**src/rtl/spi_register_bank.sv**
```systemverilog
// SPI target with a flat register file, oversampled in the sys_clock_i domain.
// Pad inputs are synchronised, edges are turned into one-cycle pulses, and a
// small IDLE/CMD/DATA FSM decodes the command byte followed by data words.
module spi_register_bank #(
  parameter int DATA_WIDTH = 8,
  parameter int ADDR_WIDTH = 4,
  parameter int SPI_MODE   = 0
) (
  input  logic                              sys_clock_i,
  input  logic                              sys_reset_ni,
  input  logic                              spi_clock_i,
  input  logic                              spi_cs_i,
  input  logic                              spi_pico_i,
  output logic                              spi_poci_o,
  output logic                              spi_poci_oe_o,
  input  logic                              local_we_i,
  input  logic [ADDR_WIDTH-1:0]             local_addr_i,
  input  logic [DATA_WIDTH-1:0]             local_data_i,
  output logic [(2**ADDR_WIDTH)*DATA_WIDTH-1:0] regs_o,
  output logic                              spi_write_strobe_o,
  output logic [ADDR_WIDTH-1:0]             spi_write_addr_o
);

  localparam int DEPTH = 2**ADDR_WIDTH;
  localparam bit CPOL = ((SPI_MODE / 2) % 2) == 1;
  localparam bit CPHA = (SPI_MODE % 2) == 1;
  // Sample on the rising edge when CPOL == CPHA, otherwise on the falling edge
  localparam bit SAMPLE_ON_RISE = (CPOL == CPHA);
  localparam logic [5:0] LAST_BIT = 6'(DATA_WIDTH - 1);
  localparam logic [5:0] CMD_LAST = 6'd7;

  typedef enum logic [1:0] {IDLE, CMD, DATA} state_e;

  logic [2:0]            sclk_sync_q, cs_sync_q, pico_sync_q;
  logic                  sclk_rise_q, sclk_fall_q, cs_fall_q, cs_rise_q;
  logic                  oe_q;
  state_e                state_q, state_d;
  logic [5:0]            bitcnt_q, bitcnt_d;
  logic [ADDR_WIDTH-1:0] addr_q, addr_d;
  logic                  rw_q, rw_d;
  logic [DATA_WIDTH-2:0] shin_q, shin_d;
  logic [DATA_WIDTH-1:0] shout_q, shout_d;
  logic                  poci_q, poci_d;
  logic                  strobe_q, strobe_d;
  logic [ADDR_WIDTH-1:0] waddr_q, waddr_d;
  logic [DATA_WIDTH-1:0] regs_q [DEPTH];
  logic [DATA_WIDTH-1:0] regs_d [DEPTH];

  logic                  sample_edge, shift_edge;
  logic [DATA_WIDTH-1:0] word_in;
  logic [ADDR_WIDTH-1:0] addr_nxt;

  assign sample_edge = SAMPLE_ON_RISE ? sclk_rise_q : sclk_fall_q;
  assign shift_edge  = SAMPLE_ON_RISE ? sclk_fall_q : sclk_rise_q;
  assign word_in     = {shin_q, pico_sync_q[2]};
  assign addr_nxt    = addr_q + 1'b1;

  // Synchronise the pads, register edge pulses and the pad output enable.
  // CS resets to deasserted so leaving reset never fakes a CS falling edge.
  always_ff @(posedge sys_clock_i or negedge sys_reset_ni) begin
    if (!sys_reset_ni) begin
      sclk_sync_q <= 3'b000;
      cs_sync_q   <= 3'b111;
      pico_sync_q <= 3'b000;
      sclk_rise_q <= 1'b0;
      sclk_fall_q <= 1'b0;
      cs_fall_q   <= 1'b0;
      cs_rise_q   <= 1'b0;
      oe_q        <= 1'b0;
    end else begin
      sclk_sync_q <= {sclk_sync_q[1:0], spi_clock_i};
      cs_sync_q   <= {cs_sync_q[1:0], spi_cs_i};
      pico_sync_q <= {pico_sync_q[1:0], spi_pico_i};
      sclk_rise_q <= sclk_sync_q[1] & ~sclk_sync_q[2];
      sclk_fall_q <= ~sclk_sync_q[1] & sclk_sync_q[2];
      cs_fall_q   <= ~cs_sync_q[1] & cs_sync_q[2];
      cs_rise_q   <= cs_sync_q[1] & ~cs_sync_q[2];
      oe_q        <= ~cs_sync_q[2];
    end
  end

  // Transaction FSM and shift datapath next-state logic.
  always_comb begin
    state_d  = state_q;
    bitcnt_d = bitcnt_q;
    addr_d   = addr_q;
    rw_d     = rw_q;
    shin_d   = shin_q;
    shout_d  = shout_q;
    poci_d   = poci_q;
    strobe_d = 1'b0;
    waddr_d  = waddr_q;
    case (state_q)
      IDLE: begin
        poci_d = 1'b0;
        if (cs_fall_q) begin
          state_d  = CMD;
          bitcnt_d = '0;
        end
      end
      CMD: begin
        poci_d = 1'b0;
        if (sample_edge) begin
          shin_d   = word_in[DATA_WIDTH-2:0];
          bitcnt_d = bitcnt_q + 6'd1;
          if (bitcnt_q == CMD_LAST) begin
            // word_in[7] is the R/W bit; upper address bits are dropped
            state_d  = DATA;
            bitcnt_d = '0;
            rw_d     = word_in[7];
            addr_d   = word_in[ADDR_WIDTH-1:0];
            if (!word_in[7]) shout_d = regs_q[word_in[ADDR_WIDTH-1:0]];
          end
        end
      end
      DATA: begin
        if (rw_q) begin
          poci_d = 1'b0;
        end else if (shift_edge) begin
          poci_d  = shout_q[DATA_WIDTH-1];
          shout_d = shout_q << 1;
        end
        if (sample_edge) begin
          shin_d   = word_in[DATA_WIDTH-2:0];
          bitcnt_d = bitcnt_q + 6'd1;
          if (bitcnt_q == LAST_BIT) begin
            bitcnt_d = '0;
            addr_d   = addr_nxt;
            if (rw_q) begin
              strobe_d = 1'b1;
              waddr_d  = addr_q;
            end else begin
              shout_d = regs_q[addr_nxt];
            end
          end
        end
      end
      default: state_d = IDLE;
    endcase
    // CS release aborts whatever is in progress; partial words never commit
    if (cs_rise_q) begin
      state_d  = IDLE;
      poci_d   = 1'b0;
      strobe_d = 1'b0;
    end
  end

  // Register file update: SPI commit overrides a local write to the same entry.
  always_comb begin
    regs_d = regs_q;
    if (local_we_i) regs_d[local_addr_i] = local_data_i;
    if (strobe_d)   regs_d[addr_q] = word_in;
  end

  // State, datapath and register file storage.
  always_ff @(posedge sys_clock_i or negedge sys_reset_ni) begin
    if (!sys_reset_ni) begin
      state_q  <= IDLE;
      bitcnt_q <= '0;
      addr_q   <= '0;
      rw_q     <= 1'b0;
      shin_q   <= '0;
      shout_q  <= '0;
      poci_q   <= 1'b0;
      strobe_q <= 1'b0;
      waddr_q  <= '0;
      for (int n = 0; n < DEPTH; n++) regs_q[n] <= '0;
    end else begin
      state_q  <= state_d;
      bitcnt_q <= bitcnt_d;
      addr_q   <= addr_d;
      rw_q     <= rw_d;
      shin_q   <= shin_d;
      shout_q  <= shout_d;
      poci_q   <= poci_d;
      strobe_q <= strobe_d;
      waddr_q  <= waddr_d;
      regs_q   <= regs_d;
    end
  end

  for (genvar g = 0; g < DEPTH; g++) begin : g_flat
    assign regs_o[g*DATA_WIDTH +: DATA_WIDTH] = regs_q[g];
  end

  assign spi_poci_o         = poci_q;
  assign spi_poci_oe_o      = oe_q;
  assign spi_write_strobe_o = strobe_q;
  assign spi_write_addr_o   = waddr_q;

endmodule

```
**config.mk**
```make
export PLATFORM = sky130hd
export DESIGN_NAME = spi_register_bank
export DESIGN_NICKNAME = d
export VERILOG_FILES = /design/src/rtl/spi_register_bank.sv
export SDC_FILE = /design/constraint.sdc
export NUM_CORES = 1
export LEC_CHECK = 0
export BUFFER_PORTS_ARGS = -buffer_cell sky130_fd_sc_hd__buf_2
export CORE_ASPECT_RATIO = 0.7
export CORE_MARGIN = 4
export CORE_UTILIZATION = 35
export DETAILED_ROUTE_END_ITERATION = 10
export PLACE_DENSITY = 0.59
export SETUP_SLACK_MARGIN = 0.1
export SYNTH_ARGS = -nofsm -noshare
export SYNTH_HDL_FRONTEND = slang
export SYNTH_SLANG_ARGS = --single-unit
```
**constraint.sdc**
```tcl
create_clock -name sys_clock_i -period 4.35 [get_ports sys_clock_i]
set_clock_uncertainty 0.1 [all_clocks]
set_input_delay 0.87 -clock sys_clock_i [delete_from_list [all_inputs] [get_ports sys_clock_i]]
set_output_delay 0.87 -clock sys_clock_i [all_outputs]
set_load 0.01 [all_outputs]
```
After elaboration in Yosys (flattened, before gate mapping)

Cells that the tools add are included.

Output and inout port bits: 135
Input bits: 18
Bits in registers: 176

Eq/ne operators: 15
Order comparisons: 6
Muxes and demuxes: 46
Add/subtract/negate cells: 2
Reductions and logical operators: 16
Bitwise gates (word level): 12

Operators with widths:

| operator                                                                     | number |
|---|---|
| 128-bit bitwise mux                                                          | 2 |
| 128-bit two-way mux                                                          | 2 |
| 8-bit two-way mux                                                            | 14 |
| 8-bit binary-select mux with 4-bit select                                    | 2 |
| 8-bit demux with 4-bit select                                                | 2 |
| 5-bit >= comparator, second input constant                                   | 4 |
| 4-bit NOT with 5-bit output                                                  | 4 |
| 6-bit two-way mux                                                            | 3 |
| 4-bit two-way mux                                                            | 4 |
| 8-bit one-hot mux with 2 select lines                                        | 1 |
| 2-bit inequality test, second input constant                                 | 7 |
| 6-bit one-hot mux with 2 select lines                                        | 1 |
| 4-bit AND reduction                                                          | 3 |
| 5-bit by 1-bit less-than comparator with 1-bit output, second input constant | 2 |
| 3-bit inequality test, second input constant                                 | 3 |
| 1-bit two-way mux                                                            | 8 |
| 2-bit two-way mux                                                            | 4 |
| 4-bit one-hot mux with 2 select lines                                        | 1 |
| 6-bit by 1-bit adder with 6-bit output, second input constant                | 1 |
| 6-bit by 3-bit equality test with 1-bit output, second input constant        | 1 |
| 2-bit one-hot mux with 3 select lines                                        | 1 |
| 3-bit AND reduction                                                          | 2 |
| 5-bit AND reduction                                                          | 1 |
| 4-bit by 1-bit adder with 4-bit output, second input constant                | 1 |
| other kinds (13)                                                             | 23 |

Logic depth before layout (Yosys ltp)

Word-level depth: 9
Gate-level depth with buffers: 11
Depth with buffers taken out: 7

Worst setup path before layout

No wires, ideal clock.

Kind: reg2reg
From: register addr_q[0]
To: register shout_q[2]
Buffers on the path: 5
Clock period less this slack: 3.239 ns
Cell stages (with the launch flop): 12
Data arrival time: 3.014 ns
Setup slack: 1.111 ns
Data required time: 4.125 ns
Library setup time: 0.125 ns
Path through: dfrtp_1 > buf_2 > buf_2 > clkinv_1 > ha_1 > buf_2 > buf_4 > buf_4 > mux4_2 > mux2_2 > a31oi_1 > a21oi_1

Longest elaborated chain between the ends: 9

Ends and longest elaborated chain:

| element                                               | line | text |
|---|---|---|
| start: declaration                                    | 39   | `logic [ADDR_WIDTH-1:0] addr_q, addr_d;` |
| start signal: assignment                              | 171  | `addr_q <= addr_d;` |
| 4-bit by 1-bit adder with 4-bit output                | 56   | `assign addr_nxt = addr_q + 1'b1;` |
| 4-bit NOT with 5-bit output (implied by the code)     | 133  | `shout_d = regs_q[addr_nxt];` |
| 8-bit binary-select mux with 4-bit select             | 133  |  |
| 8-bit two-way mux (implied by the code) (2 in series) | 133  |  |
| 8-bit two-way mux                                     | 129  | `if (rw_q) begin` |
| 8-bit two-way mux                                     | 126  | `if (bitcnt_q == LAST_BIT) begin` |
| 8-bit two-way mux                                     | 123  | `if (sample_edge) begin` |
| 8-bit one-hot mux with 2 select lines                 | 93   | `case (state_q)` |
| end signal: assignment                                | 174  | `shout_q <= shout_d;` |
| end: declaration                                      | 42   | `logic [DATA_WIDTH-1:0] shout_q, shout_d;` |

Every way passes these cells. The select of a mux whose other input is x is not followed.
A chain may end at the register's enable or synchronous reset.

Worst setup path after layout

From: register addr_q[0]
To: register shout_q[4]

The elaborated chain is that of the path after synthesis.

==> flow_metrics.env <==
export IMPL_numCtsBuffers=17
export IMPL_reg2reg_from="addr_q[0]$_DFFE_PN0P_"
export IMPL_cts_root_buf="clkbuf_16"
export IMPL_cts_resized=0
export IMPL_cpMaxStageDelayCell="xor2_2"
export IMPL_fin_area_mm2=0.0122
export IMPL_syn_inst=970
export IMPL_crit_end="shout_q[4]$_DFFE_PN0P_"
export IMPL_timing_final_crit_share=0.768
export IMPL_routedWlPerCell_um=24.8
export IMPL_cp_max_fo=31
export IMPL_setup_violations=0
export IMPL_crit_required_ns=4.58
export IMPL_synth_compound_area_frac=0.101
export IMPL_synthMuxAreaShare=0.289
export IMPL_grtUsageTotal=0.223
export IMPL_ios=153
export IMPL_min_period_ns=3.34
export IMPL_synth_edf_count=0
export IMPL_syn_area_mm2=0.0106
export IMPL_tns_ns=0
export IMPL_synth_top_family_by_area="multiplexers"
export IMPL_grt_max_degree=81
export IMPL_drv_cap=0
export IMPL_die_h_um=153
export IMPL_leakagePower_nw=5.10
export IMPL_clockBufferDepth=2
export IMPL_worst_hold_path_type="reg -> reg"
export IMPL_vias=8764
export IMPL_combPwrFrac=0.312
export IMPL_pwr_share_seq=0.420
export IMPL_fmax_mhz=299
export IMPL_htreeDepth=4
export IMPL_ys_warn_count=0
export IMPL_rsz0062_at_grt="false"
export IMPL_ant_nets=0
export IMPL_crit_start="addr_q[0]$_DFFE_PN0P_"
export IMPL_path_clk_slew_ns=0.07
export IMPL_n_antenna_cell=0
export IMPL_switchingPower_mw=2.38
export IMPL_synth_seq_area_share=0.417
export IMPL_first_pass_iters=5
export IMPL_hpwl_um=27500
export IMPL_via_per_inst=5.84
export IMPL_routed_wl_um=37200
export IMPL_syn_avg_cell_area_um2=10.9
export IMPL_slew_headroom=0.228
export IMPL_worst_slew_pin_slew_ns=1.15
export IMPL_synth_xor_area_share=0.00498
export IMPL_r2r_setup_slack_ns=1.01
export IMPL_powerDensity_mw_per_mm2=512
export IMPL_synth_fa_ha_area_frac=0.0118
export IMPL_clock_sinks=176
export IMPL_area_growth_pct=15.8
export IMPL_power_frac_clock=0.268
export IMPL_swShare=0.381
export IMPL_num_nets_final=1110
export IMPL_layout_drive_gt1_share=0.280
export IMPL_grt_pass1_vias=8204
export IMPL_asyncSetResetFlopFracSynth=1.00
export IMPL_finalMaxSlewViolations=0
export IMPL_die_x_um=216
export IMPL_ys_types=58
export IMPL_num_rows=52
export IMPL_port_buffers=152
export IMPL_p_int_mw=3.88
export IMPL_grt_pass1_wl_um=56200
export IMPL_crit_type="reg -> reg"
export IMPL_dpl_cell_area_mm2=0.0116
export IMPL_final_hold_violation_count=0
export IMPL_drc=0
export IMPL_gr_total_overflow=0
export IMPL_synth_simple_gate_area_frac=0.134
export IMPL_cts_setup_buffers=0
export IMPL_arrival_ns=3.57
export IMPL_gp_congestion=0.926
export IMPL_path_cells="buf_4 -> ha_1 -> xor2_2 -> mux4_2 -> mux2i_1 -> a211oi_1 -> a22o_1"
export IMPL_coreArea_mm2=0.0293
export IMPL_slowest_delay_ns=0.79
export IMPL_syn_nets=998
export IMPL_critPathCaptureType="flop"
export IMPL_start_util=0.360
export IMPL_die_area_mm2=0.0331
export IMPL_cts_hold_buf=0
export IMPL_worst_setup_path_start_kind="flop"
export IMPL_drt_first_iter_violations=1037
export IMPL_antenna_found_initial=0
export IMPL_clk_insertion_delay_late_ns=0.44
export IMPL_outcome="finished, final reports clean"
export IMPL_worst_r2r_cell_count=7
export IMPL_synth_ff_latch_count=176
export IMPL_tritoncts="yes"
export IMPL_ys_flop_type="dfrtp_1"
export IMPL_r2r_end="shout_q[4]$_DFFE_PN0P_"
export IMPL_peakVddDrop_uv=255
## worst min path at each step
| stage | from | end | cells after the start | slack, ns |
|---|---|---|---|---|
| 2_1_floorplan | pico_sync_q[0]$_DFF_PN0_ | pico_sync_q[1]$_DFF_PN0_ | 0 | 0.23 |
| 3_3_place_gp | pico_sync_q[1]$_DFF_PN0_ | pico_sync_q[2]$_DFF_PN0_ | 0 | 0.24 |
| 3_5_place_dp | pico_sync_q[0]$_DFF_PN0_ | pico_sync_q[1]$_DFF_PN0_ | 0 | 0.24 |
| 4_1_cts | sclk_sync_q[0]$_DFF_PN0_ | sclk_sync_q[1]$_DFF_PN0_ | 0 | 0.25 |
| 5_1_grt | sclk_sync_q[0]$_DFF_PN0_ | sclk_sync_q[1]$_DFF_PN0_ | 0 | 0.25 |
| 6_report | sclk_sync_q[0]$_DFF_PN0_ | sclk_sync_q[1]$_DFF_PN0_ | 0 | 0.25 |
## cells by family (layout without fill, tap and decap cells)
kind of cell | Yosys count | after routing
AOI/OAI and AO/OA | 190 | 190
xor gates and xnor gates | 6 | 6
adders and majority gates | 10 | 10
buffers and inverters | 88 | 213
DFF | 176 | 176
muxes | 220 | 220
and+or+nand+nor | 280 | 280
## worst max-delay path: cells and delay by family (launching register included)
kind            cells  cell delay, ns
fa+ha+maj           1            0.34
compound gates      2            0.39
mux                 2            0.82
buf+inv             1            0.43
flops               1            0.36
xor+xnor            1            0.79
## placed cells by master, fill, tap and decap left out, types with 4 or more instances in the layout
| master | count |
|---|---|
| mux4_2 | 66 |
| nand3b_1 | 6 |
| o31ai_1 | 4 |
| nand4_1 | 5 |
| nor3_1 | 4 |
| inv_6 | 4 |
| dfrtp_1 | 171 |
| and3_1 | 5 |
| o21ai_0 | 35 |
| nand3_4 | 9 |
| clkbuf_16 | 17 |
| mux2_2 | 17 |
| buf_4 | 17 |
| mux2i_1 | 137 |
| nand2b_1 | 4 |
| nor2_1 | 138 |
| ha_1 | 9 |
| nor4_1 | 4 |
| nor2b_1 | 15 |
| nand3_1 | 18 |
| buf_2 | 151 |
| a22oi_1 | 7 |
| a21oi_1 | 117 |
| nand2_1 | 49 |
| or3_1 | 4 |
| inv_1 | 10 |
## synth_stat cells, types with 4 or more instances
master / count / area, µm²
a21oi_1: 117 / 586
a22oi_1: 7 / 52.6
and3_1: 5 / 31.3
buf_1: 13 / 48.8
buf_2: 19 / 95.1
buf_4: 4 / 30.0
buf_6: 10 / 113
clkbuf_1: 31 / 116
dfrtp_1: 173 / 4330
ha_1: 10 / 125
inv_1: 10 / 37.5
mux2_2: 17 / 191
mux2i_1: 137 / 1370
mux4_2: 66 / 1490
nand2_1: 49 / 184
nand2b_1: 4 / 25.0
nand3_1: 18 / 90.1
nand3_4: 9 / 158
nand3b_1: 6 / 45.0
nand4_1: 5 / 31.3
nor2_1: 138 / 518
nor2b_1: 15 / 93.8
nor3_1: 4 / 20.0
nor4_1: 4 / 25.0
o21ai_0: 35 / 175
o31ai_1: 4 / 30.0
or3_1: 4 / 25.0
## sequential cells by signal, indices dropped and copies added (netlist names), 2 cells and up
| signal | cells |
|---|---|
| regs_o | 128 |
| shout_q | 8 |
| shin_q | 7 |
| bitcnt_q | 6 |
| addr_q | 4 |
| spi_write_addr_o | 4 |
| cs_sync_q | 3 |
| pico_sync_q | 3 |
| sclk_sync_q | 3 |
| state_q | 2 |
## stage by stage
stage	total power [mW]	utilization	worst slack (ns)	instances	hold slack (ns)
after floorplan	3.62	-	1.11	970	0.231
after global placement	4.52	0.395	1.22	1468	0.235
after detailed placement	4.54	0.395	1.13	1468	0.236
after CTS	6.24	0.417	1.14	1500	0.247
after global routing	6.56	0.417	0.896	1500	0.251
final	6.26	0.417	1.01	1500	0.247
## metal layers
layer  vias up  GRT usage  share of wire
met2       594      0.289           0.39
met4         0     0.0343         0.0076
met5         -          0              0
li1       3798          -              -
met1      4348      0.356           0.46
met3        24     0.0822           0.14
## final cells by class
class / instances / area (µm²)
Fill cell: 2832 / 17100
Multi-Input combinational cell: 706 / 5720
Sequential cell: 176 / 4410
Timing Repair Buffer: 170 / 915
Tap cell: 405 / 507
Clock buffer: 20 / 467
Clock inverter: 12 / 170
Inverter: 11 / 41.3
## power by group through the flow
stage	clock, mW	combinational (mW)	sequential, mW
detailed placement	0	1.92	2.62
CTS	1.71	1.94	2.59
floorplan	0	1.24	2.38
global route	1.78	2.12	2.66
global placement	0	1.91	2.62
finish	1.68	1.95	2.63
Power figures use the tool's default switching activity.
